==> src/rtl/bytecode_sequencer.sv <==
// Fetch/decode/execute controller for the 8-bit bytecode datapath. Bytes come from a
// synchronous ROM (data one cycle after address); the ALU is driven from scratch slots 3/0/1.
module bytecode_sequencer #(
  parameter int unsigned ADDR_W     = 8,
  parameter int unsigned DMEM_DEPTH = 16,
  parameter logic [7:0]  START_BYTE = 8'h7E
) (
  input  logic              clk,
  input  logic              rst,
  input  logic              enable,
  output logic [ADDR_W-1:0] imem_addr,
  input  logic [7:0]        imem_data,
  output logic [7:0]        alu_op,
  output logic [7:0]        alu_a,
  output logic [7:0]        alu_b,
  input  logic [7:0]        alu_result,
  output logic [7:0]        result,
  output logic              out_valid,
  output logic [7:0]        out_data,
  input  logic              out_ready,
  output logic              running,
  output logic              halted
);

  localparam int unsigned       DmemAw  = $clog2(DMEM_DEPTH);
  localparam logic [ADDR_W-1:0] EndAddr = {ADDR_W{1'b1}};

  localparam logic [DmemAw-1:0] SlotA   = DmemAw'(0);
  localparam logic [DmemAw-1:0] SlotB   = DmemAw'(1);
  localparam logic [DmemAw-1:0] SlotRes = DmemAw'(2);
  localparam logic [DmemAw-1:0] SlotOp  = DmemAw'(3);

  localparam logic [7:0] OpAlu3   = 8'h02;
  localparam logic [7:0] OpAlu2   = 8'h01;
  localparam logic [7:0] OpStore  = 8'hC2;
  localparam logic [7:0] OpMove   = 8'hE2;
  localparam logic [7:0] OpPrint  = 8'h81;
  localparam logic [7:0] OpCall   = 8'hAA;
  localparam logic [7:0] OpCallIf = 8'hDA;
  localparam logic [7:0] OpRet    = 8'h55;
  localparam logic [7:0] OpHalt   = 8'hFF;

  typedef enum logic [3:0] {
    StScanIssue, StScanCap, StOpIssue, StOpCap, StArgIssue, StArgCap, StExec, StOutWait, StHalt
  } state_e;

  state_e            state_q, state_d;
  logic [ADDR_W-1:0] pc_q, pc_d, ret_addr_q, ret_addr_d;
  logic              ret_valid_q, ret_valid_d;
  logic [7:0]        opcode_q, opcode_d, arg0_q, arg0_d, arg1_q, arg1_d;
  logic [1:0]        arg_cnt_q, arg_cnt_d, arg_idx_q, arg_idx_d;
  logic [7:0]        result_q, result_d, out_data_q, out_data_d;
  logic              out_valid_q, out_valid_d, running_q, running_d, halted_q, halted_d;
  logic [7:0]        mem_q [DMEM_DEPTH];
  logic [7:0]        mem_d [DMEM_DEPTH];

  logic              at_end, is_alu, do_call, dec_known;
  logic [1:0]        dec_cnt;
  logic [DmemAw-1:0] x_idx, y_idx;

  assign at_end = (pc_q == EndAddr);
  assign is_alu = (opcode_q == OpAlu3) || (opcode_q == OpAlu2);
  assign x_idx  = arg0_q[DmemAw-1:0];
  assign y_idx  = arg1_q[DmemAw-1:0];

  always_comb begin
    dec_known = 1'b1;
    dec_cnt   = 2'd0;
    case (imem_data)
      OpAlu3:                   dec_cnt = 2'd3;
      OpAlu2, OpStore, OpMove:  dec_cnt = 2'd2;
      OpPrint, OpCall, OpCallIf: dec_cnt = 2'd1;
      OpRet, OpHalt:            dec_cnt = 2'd0;
      default:                  dec_known = 1'b0;
    endcase
  end

  always_comb begin
    state_d     = state_q;
    pc_d        = pc_q;
    ret_addr_d  = ret_addr_q;
    ret_valid_d = ret_valid_q;
    opcode_d    = opcode_q;
    arg0_d      = arg0_q;
    arg1_d      = arg1_q;
    arg_cnt_d   = arg_cnt_q;
    arg_idx_d   = arg_idx_q;
    result_d    = result_q;
    out_data_d  = out_data_q;
    out_valid_d = out_valid_q;
    running_d   = running_q;
    halted_d    = halted_q;
    mem_d       = mem_q;
    do_call     = 1'b0;
    if (enable) begin
      unique case (state_q)
        StScanIssue: state_d = at_end ? StHalt : StScanCap;
        StScanCap: begin
          pc_d = pc_q + ADDR_W'(1);
          if (imem_data == START_BYTE) begin
            running_d = 1'b1;
            state_d   = StOpIssue;
          end else begin
            state_d = StScanIssue;
          end
        end
        StOpIssue: state_d = at_end ? StHalt : StOpCap;
        StOpCap: begin
          pc_d      = pc_q + ADDR_W'(1);
          opcode_d  = imem_data;
          arg_cnt_d = dec_cnt;
          arg_idx_d = 2'd0;
          if (!dec_known)           state_d = StOpIssue;
          else if (dec_cnt == 2'd0) state_d = StExec;
          else                      state_d = StArgIssue;
        end
        StArgIssue: state_d = at_end ? StHalt : StArgCap;
        StArgCap: begin
          pc_d = pc_q + ADDR_W'(1);
          if (arg_idx_q == 2'd0) arg0_d = imem_data;
          if (arg_idx_q == 2'd1) arg1_d = imem_data;
          // ALU operands land in their slots as they arrive so the ALU sees them during EXEC
          if (is_alu) begin
            case (arg_idx_q)
              2'd0:    mem_d[SlotOp] = imem_data;
              2'd1:    mem_d[SlotA]  = imem_data;
              default: mem_d[SlotB]  = imem_data;
            endcase
          end
          arg_idx_d = arg_idx_q + 2'd1;
          state_d   = (arg_idx_d == arg_cnt_q) ? StExec : StArgIssue;
        end
        StExec: begin
          state_d = StOpIssue;
          case (opcode_q)
            OpAlu3, OpAlu2: begin
              mem_d[SlotRes] = alu_result;
              result_d       = alu_result;
            end
            OpStore: begin
              mem_d[x_idx] = arg1_q;
              result_d     = arg1_q;
            end
            OpMove: begin
              mem_d[x_idx] = mem_q[y_idx];
              result_d     = mem_q[y_idx];
            end
            OpPrint: begin
              out_data_d  = mem_q[x_idx];
              out_valid_d = 1'b1;
              state_d     = StOutWait;
            end
            OpCall:   do_call = 1'b1;
            OpCallIf: do_call = (mem_q[SlotRes] == 8'h01);
            OpRet: begin
              if (ret_valid_q) begin
                pc_d        = ret_addr_q;
                ret_valid_d = 1'b0;
              end
            end
            OpHalt:  state_d = StHalt;
            default: ;
          endcase
          // pc already points past the operand, which is the return address
          if (do_call) begin
            ret_addr_d  = pc_q;
            ret_valid_d = 1'b1;
            pc_d        = ADDR_W'(arg0_q);
          end
        end
        StOutWait: begin
          if (out_ready) begin
            out_valid_d = 1'b0;
            state_d     = StOpIssue;
          end
        end
        StHalt: ;
      endcase
      if (state_d == StHalt) begin
        halted_d  = 1'b1;
        running_d = 1'b0;
      end
    end
  end

  always_ff @(posedge clk or posedge rst) begin
    if (rst) begin
      state_q     <= StScanIssue;
      pc_q        <= '0;
      ret_addr_q  <= '0;
      ret_valid_q <= 1'b0;
      opcode_q    <= 8'h00;
      arg0_q      <= 8'h00;
      arg1_q      <= 8'h00;
      arg_cnt_q   <= 2'd0;
      arg_idx_q   <= 2'd0;
      result_q    <= 8'h00;
      out_data_q  <= 8'h00;
      out_valid_q <= 1'b0;
      running_q   <= 1'b0;
      halted_q    <= 1'b0;
      mem_q       <= '{default: 8'h00};
    end else begin
      state_q     <= state_d;
      pc_q        <= pc_d;
      ret_addr_q  <= ret_addr_d;
      ret_valid_q <= ret_valid_d;
      opcode_q    <= opcode_d;
      arg0_q      <= arg0_d;
      arg1_q      <= arg1_d;
      arg_cnt_q   <= arg_cnt_d;
      arg_idx_q   <= arg_idx_d;
      result_q    <= result_d;
      out_data_q  <= out_data_d;
      out_valid_q <= out_valid_d;
      running_q   <= running_d;
      halted_q    <= halted_d;
      mem_q       <= mem_d;
    end
  end

  assign imem_addr = pc_q;
  assign alu_op    = mem_q[SlotOp];
  assign alu_a     = mem_q[SlotA];
  assign alu_b     = mem_q[SlotB];
  assign result    = result_q;
  assign out_valid = out_valid_q;
  assign out_data  = out_data_q;
  assign running   = running_q;
  assign halted    = halted_q;

endmodule

==> config.mk <==
export PLATFORM = sky130hd
export DESIGN_NAME = bytecode_sequencer
export DESIGN_NICKNAME = d
export VERILOG_FILES = /design/src/rtl/bytecode_sequencer.sv
export SDC_FILE = /design/constraint.sdc
export NUM_CORES = 1
export LEC_CHECK = 0
export CORE_ASPECT_RATIO = 1.25
export CORE_MARGIN = 2
export CORE_UTILIZATION = 35
export CTS_BUF_LIST = sky130_fd_sc_hd__clkbuf_4
export DETAILED_ROUTE_END_ITERATION = 6
export SLEW_MARGIN = 10
export SYNTH_ARGS = -nofsm -noshare
export SYNTH_HDL_FRONTEND = slang
export SYNTH_SLANG_ARGS = --single-unit
==> constraint.sdc <==
create_clock -name clk -period 7.2 [get_ports clk]
set_input_delay 1.44 -clock clk [delete_from_list [all_inputs] [get_ports clk]]
set_output_delay 1.44 -clock clk [all_outputs]
set_load 0.1 [all_outputs]
==> summary.md, run 1 <==
| Metric | Value |
|---|---|
| Outcome | complete, no violations |
| Crit Path Max Fanout | 9 |
| Headroom to the max-slew limit | 16.7% |
| Master cell of the clock root buffer | sky130_fd_sc_hd__clkbuf_4 |
| Wire length of the first global-routing pass | 53.8 mm |
| Crit Path Class | flop to output pin |
| Routability cong. | 0.852 |
| Number of global-route vias before repair | 8721 |
| Cts-stage hold buffer count | 0 |
| Peak ir drop on the vdd network | 103 µV |
| GR Overflow Total | 0 |
| Post CTS Setup Buffer Count | 0 |
| Average wire per cell in the routed design | 23.0 µm |
| Data required time at the worst endpoint | 5760 ps |
| Final number of hold-violating endpoints | 0 |
| Kind of cell adding the most delay to the critical path | buffers and inverters |
| Endpoint of the worst register-to-register path | mem_q[5] |
| DPL Wire Length | 24.2 mm |
| Largest incremental delay on the critical path | 1190 ps |
| Number of clock sinks seen by CTS | 196 |
| Worst hold path stage count | 2 |
| HP Start | arg0_q[7] |
| Leakage power | 0.00518 µW |
| Buffers plus inverters on the worst setup path | 1 |
| I/O pin cnt | 71 |
| Most used flip-flop cell after synthesis | sky130_fd_sc_hd__dfrtp_1 |
| Source of the worst register-to-register timing path | opcode_q[5] |
| Yosys reg bits | 196 |
| Worst hold path class | flop to flop |
| Final Slew Violations | 0 |
| Layout cell share with drive strength beyond 1 | 18.4% |
| Unrepaired setup endpoints after global routing | false |
| Fin crit share | 52.9% |
| Number of cell instances on the worst register-to-register path | 5 |
| Count of TritonRoute iterations in the first routing pass | 5 |
| Count of unique library cells instantiated by Yosys | 78 |
| DIE AREA | 34600 µm² |
| Launch point of the critical path | imem_addr[4] |
| Initial Utilization | 35.4% |
| Maximum number of pins on one net before global-route repair | 71 |
| Syn_nets | 1074 |
| ANT nets after route | 0 |
| Non-Filler Cell Area, Final | 12700 µm² |
| Std cell rows | 74 |
| Worst setup SP type | flop |
| Finish-stage setup viols | 0 |
| Pin slew with the least headroom to its limit | 1240 ps |
| Number of warnings issued by yosys | 0 |
| Worst reg-to-reg setup slack | 3800 ps |
| Register area share after synthesis | 42.4% |
| Clk buf depth | 2 |
| Area Overhead vs Synth | 9.97% |
| Number of max-cap violations | 0 |
| Number of gates resized after cts | 0 |
| Number of fill cells | 3152 |
| Clock Skews | 25.8 ps |
| Net count reported at finish | 1077 |
| DRC viols | 0 |
| Number of enable-type register cells in the synthesized netlist | 0 |
| Cell chain of the critical path | clkdlybuf4s50_1 |
| Tmin final | 3810 ps |
| Total wire length | 34.2 mm |
| Critical path capture point type | output pin |
| Worst-case hold path end point | arg0_q[7] |
| Worst endpoint data arrival time | 2370 ps |
| Floorplan die width | 167 µm |
| Routed via count divided by cell count | 5.85 |
| Overall routing resource usage | 20.1% |
| Clock tree from TritonCTS | built |
| Clock-pin slew on the worst setup and hold paths | 180 ps |
| Clock buffer count from CTS | 17 |
| Async set-reset flop share out of synthesis | 100% |
| Worst path slowest cell | sky130_fd_sc_hd__clkdlybuf4s50_1 |
| Number of antenna violations at the first check in global routing | 2 |
| Clock network latency to the later pin of the worst-skew pair | 640 ps |
| Area of the mapped netlist | 11600 µm² |
| Highest clock frequency the design can meet | 0.263 GHz |
| Number of standard cells in the final layout excluding fillers | 1485 |
| Port bufs | 70 |
| Iteration-0 DRC Markers | 854 |
| Cell count after placement | 1453 |
| Power density over cell area | 146 nW/µm² |
| Vias | 8686 |
| Area of the placeable core | 32700 µm² |
| Final total negative setup slack | 0 ps |
| Die Height | 207 µm |
| Level count of the clock H-tree | 4 |
| Number of instances in the synthesized netlist | 1051 |
| Syn_area_per_cell | 11.0 µm² |
| Post-DP Area | 12400 µm² |
[cell families (layout without fill, tap and decap cells)]
kind of cell / count (synthesis) / count (layout) / synth area share [%]
AOI/OAI and AO/OA: 234 / 234 / 12.8
xor gates and xnor gates: 4 / 4 / 0.303
adders and majority gates: 3 / 3 / 0.324
buffers and inverters: 151 / 166 / 6.40
DFF: 196 / 196 / 42.4
muxes: 190 / 190 / 24.7
other: 0 / 1 / 0
and+or+nand+nor: 273 / 273 / 13.2
[synthesized netlist by cell type (8+ instances only)]
cell / count / area share [%]
sky130_fd_sc_hd__o22ai_1: 8 / 0.43
sky130_fd_sc_hd__mux2i_1: 76 / 6.6
sky130_fd_sc_hd__o22a_1: 8 / 0.61
sky130_fd_sc_hd__and2_1: 12 / 0.65
sky130_fd_sc_hd__mux2_2: 42 / 4.1
sky130_fd_sc_hd__nor4_1: 14 / 0.76
sky130_fd_sc_hd__inv_1: 45 / 1.5
sky130_fd_sc_hd__buf_2: 28 / 1.2
sky130_fd_sc_hd__nor2b_1: 10 / 0.54
sky130_fd_sc_hd__mux4_2: 72 / 14
sky130_fd_sc_hd__nand4_1: 20 / 1.1
sky130_fd_sc_hd__o21ai_0: 105 / 4.5
sky130_fd_sc_hd__a31oi_1: 18 / 0.97
sky130_fd_sc_hd__dfrtp_1: 196 / 42
sky130_fd_sc_hd__nor3_1: 14 / 0.61
sky130_fd_sc_hd__nand2_1: 94 / 3.0
sky130_fd_sc_hd__a21oi_1: 34 / 1.5
sky130_fd_sc_hd__nor2_1: 27 / 0.88
sky130_fd_sc_hd__buf_4: 29 / 1.9
sky130_fd_sc_hd__nand3_1: 17 / 0.73
sky130_fd_sc_hd__and3_1: 9 / 0.49
sky130_fd_sc_hd__clkbuf_1: 44 / 1.4
[final cells by class]
class | instances | area [µm²] | area share (%)
Clock inverter | 14 | 183 | 1.43
Tap cell | 418 | 523 | 4.11
Timing Repair Buffer | 89 | 843 | 6.62
Inverter | 46 | 180 | 1.41
Clock buffer | 17 | 128 | 1.00
Antenna cell | 1 | 2.50 | 0.0197
Multi-Input combinational cell | 704 | 5970 | 46.9
Sequential cell | 196 | 4910 | 38.5
[per-layer routing]
metal	vias to the layer above	track usage, %	routed length (µm)
li1	3928	-	-
met1	4447	25.0	13900
met2	224	33.8	17200
met3	87	2.99	1310
met4	0	11.1	1830
met5	-	0	0
[worst max-delay path by stage]
stage,end,slack (ps),cells past startpoint
finish,imem_addr[4],3390,1
global placement,out_data[4],2950,5
detailed placement,out_data[2],2860,5
global route,mem_q[23],3270,5
floorplan,alu_a[0],420,1
CTS,imem_addr[4],3360,1
[tightest hold or removal path, stage by stage, from the launching register on]
cell	delay (ps)
sky130_fd_sc_hd__dfrtp_1	380
sky130_fd_sc_hd__nand2_1	50
sky130_fd_sc_hd__o21ai_0	60
[flip-flops by register name, summed over array words and instances, names as in the netlist, 2 cells and up]
signal and cells:
alu_a 8, alu_b 8, alu_op 8, arg0_q 8
arg1_q 8, arg_cnt_q 2, arg_idx_q 2, imem_addr 8
mem_q 104, opcode_q 8, out_data 8, result 8
ret_addr_q 8, state_q 4
[through the flow]
step,util [%],hold WS (ps),setup WS (ps),power [µW]
floorplan,-,450,419,1180
global placement,38.0,465,2950,1220
detailed placement,38.0,473,2860,1220
CTS,39.0,511,3360,1870
global route,39.0,539,3270,1920
finish,39.0,511,3390,1860
[cell usage in the layout (no fill, tap or decap), types with 8 or more instances in the layout]
cell,synthesis,layout
sky130_fd_sc_hd__a31oi_1,18,18
sky130_fd_sc_hd__nor2_1,27,27
sky130_fd_sc_hd__mux2i_1,76,76
sky130_fd_sc_hd__o22a_1,8,8
sky130_fd_sc_hd__nor2b_1,10,10
sky130_fd_sc_hd__clkdlybuf4s50_1,0,70
sky130_fd_sc_hd__nand4_1,20,20
sky130_fd_sc_hd__nand2_1,94,94
sky130_fd_sc_hd__buf_4,29,19
sky130_fd_sc_hd__nor4_1,14,11
sky130_fd_sc_hd__inv_1,45,44
sky130_fd_sc_hd__o22ai_1,8,8
sky130_fd_sc_hd__and2_1,12,12
sky130_fd_sc_hd__dfrtp_1,196,194
sky130_fd_sc_hd__nor3_1,14,14
sky130_fd_sc_hd__and3_1,9,9
sky130_fd_sc_hd__mux2_2,42,42
sky130_fd_sc_hd__o21ai_0,105,105
sky130_fd_sc_hd__nand3_1,17,17
sky130_fd_sc_hd__clkbuf_4,0,17
sky130_fd_sc_hd__a21oi_1,34,34
sky130_fd_sc_hd__mux4_2,72,72
[report_power, final]
| part | switching, µW | internal, µW | leakage (µW) | total, µW |
|---|---|---|---|---|
| Clock | 437 | 224 | 0.000169 | 661 |
| Sequential | 5.09 | 1100 | 0.00254 | 1110 |
| Combinational | 60.1 | 24.9 | 0.00248 | 85.0 |
Note: power is estimated with default switching activity, not from simulation.
==> run 2: changes to the inputs <==
==> constraint.sdc (replaced) <==
create_clock -name clk -period 3.72 [get_ports clk]
set_input_delay 0.744 -clock clk [delete_from_list [all_inputs] [get_ports clk]]
set_output_delay 0.744 -clock clk [all_outputs]
set_load 0.1 [all_outputs]
==> run 2 against run 1 <==
Clock power rose by 74%. Via count rose by 0.94%. First-iteration DRC count fell by 9.1%. Worst setup slack got worse by 2800 ps.
==> summary.md, run 2 (synthesis results as in run 1) <==
| Metric | Value |
|---|---|
| Outcome | complete, no violations |
| Master cell of the clock root buffer | sky130_fd_sc_hd__clkbuf_4 |
| Number of max-cap violations | 0 |
| Kind of cell adding the most delay to the critical path | buffers and inverters |
| Cts-stage hold buffer count | 0 |
| Source of the worst register-to-register timing path | arg1_q[0] |
| DRC viols | 0 |
| Commonest non-fill, non-tap cells in the layout | 194 x sky130_fd_sc_hd__dfrtp_1, 105 x sky130_fd_sc_hd__o21ai_0, 94 x sky130_fd_sc_hd__nand2_1 |
| Maximum number of pins on one net before global-route repair | 151 |
| Port bufs | 70 |
| Net count reported at finish | 1106 |
| Layout cell share with drive strength beyond 1 | 20.5% |
| Power density over cell area | 268 nW/µm² |
| Clock-pin slew on the worst setup and hold paths | 180 ps |
| Cell chain of the critical path | clkdlybuf4s50_1 |
| Largest register by flop count | mem_q |
| Number of global-route vias before repair | 8931 |
| Leakage power | 0.00530 µW |
| Largest incremental delay on the critical path | 1190 ps |
| Number of clock sinks seen by CTS | 196 |
| Total wire length | 34.7 mm |
| Headroom to the max-slew limit | 21.9% |
| Highest clock frequency the design can meet | 0.321 GHz |
| Critical path capture point type | output pin |
| Combinational group share of total power | 4.8% |
| Final number of hold-violating endpoints | 0 |
| Final total negative setup slack | 0 ps |
| Vias | 8768 |
| Area of the placeable core | 32700 µm² |
| Clock network latency to the later pin of the worst-skew pair | 640 ps |
| Routability cong. | 0.883 |
| Buffers plus inverters on the worst setup path | 1 |
| Routed via count divided by cell count | 5.79 |
| Sw Share | 26.5% |
| Worst path slowest cell | sky130_fd_sc_hd__clkdlybuf4s50_1 |
| Launch point of the critical path | imem_addr[4] |
| Worst setup slack after placement | 618 ps |
| Clk buf depth | 2 |
| Std cell rows | 74 |
| Peak ir drop on the vdd network | 163 µV |
| Final Slew Violations | 0 |
| DIE AREA | 34600 µm² |
| Pin slew with the least headroom to its limit | 1170 ps |
| Number of flip-flops under the largest register name | 104 |
| I/O pin cnt | 71 |
| Worst endpoint data arrival time | 2370 ps |
| Unrepaired setup endpoints after global routing | false |
| Hold Worst Slack | 505 ps |
| Floorplan die width | 167 µm |
| Number of antenna violations at the first check in global routing | 1 |
| Endpoint of the worst register-to-register path | mem_q[2] |
| Number of gates resized after cts | 0 |
| Wire length of the first global-routing pass | 54.4 mm |
| Count of TritonRoute iterations in the first routing pass | 5 |
| Net switching power | 918 µW |
| Crit Path Max Fanout | 9 |
| Average wire per cell in the routed design | 22.9 µm |
| Area Overhead vs Synth | 11.7% |
| Clock Skews | 33.6 ps |
| Portion of total power attributed to the clock network | 33.2% |
| PnR worst setup slack | 609 ps |
| Worst Setup EP | imem_addr[4] |
| CP Depth | 1 |
| Worst reg-to-reg setup slack | 830 ps |
| Most common cell after layout, fill and taps aside | sky130_fd_sc_hd__dfrtp_1 |
| Clock buffer count from CTS | 17 |
| Initial Utilization | 35.4% |
| Die Height | 207 µm |
| DPL Wire Length | 25.2 mm |
| Worst setup SP type | flop |
| Finish-stage setup viols | 0 |
| Number of fill cells | 3151 |
| Data required time at the worst endpoint | 2980 ps |
| Worst hold path class | flop to flop |
| Overall routing resource usage | 20.3% |
| ANT nets after route | 0 |
| Internal power component | 2550 µW |
| Post CTS Setup Buffer Count | 0 |
| Iteration-0 DRC Markers | 776 |
| GR Overflow Total | 0 |
| Tmin final | 3110 ps |
| Crit Path Class | flop to output pin |
| Sequential group share of total power | 62.0% |
| Number of cell instances on the worst register-to-register path | 6 |
| Overall power after layout | 3460 µW |
| Clock tree from TritonCTS | built |
| Fin crit share | 83.6% |
| Level count of the clock H-tree | 4 |
-- run 2: power by group through the flow --
stage	Clock, µW	Sequential, µW	Combinational (µW)
after floorplan	0	2190	99.2
after global placement	0	2190	168
after CTS	1180	2150	170
final	1150	2150	166
after detailed placement	0	2190	169
after global routing	1270	2150	182
-- run 2: area by class of cell --
class,count,area [µm²],share of cell area (%)
clock buffer,19,143,1.10
sequential,196,4910,37.9
tap,418,523,4.04
antenna,1,2.50,0.0194
timing repair buffer,118,1090,8.40
inverter,46,176,1.36
multi-input combinational,704,5970,46.2
clock inverter,13,125,0.968
-- run 2: layer usage --
layer	up-vias	share of wire [%]	global-route usage [%]
li1	3981	-	-
met1	4458	39	24.8
met2	258	52	35.4
met3	71	4.0	3.03
met4	0	4.7	9.57
met5	-	0	0
-- run 2: stage by stage --
stage               utilization [%]  instances  instance area [µm²]
CTS                            39.6       1514                12900
global placement               38.7       1482                12700
floorplan                         -       1051                11600
finish                         39.6       1515                12900
detailed placement             38.7       1482                12700
global route                   39.6       1515                12900
-- run 2: how the worst min path moves through the flow --
stage,endpoint,slack [ps],from,cells past startpoint
2_1_floorplan,arg0_q[7],450,arg0_q[7],2
3_3_place_gp,arg0_q[7],460,arg0_q[7],2
3_5_place_dp,result[2],470,result[2],2
4_1_cts,result[2],500,result[2],2
5_1_grt,result[2],540,result[2],2
6_report,result[2],510,result[2],2
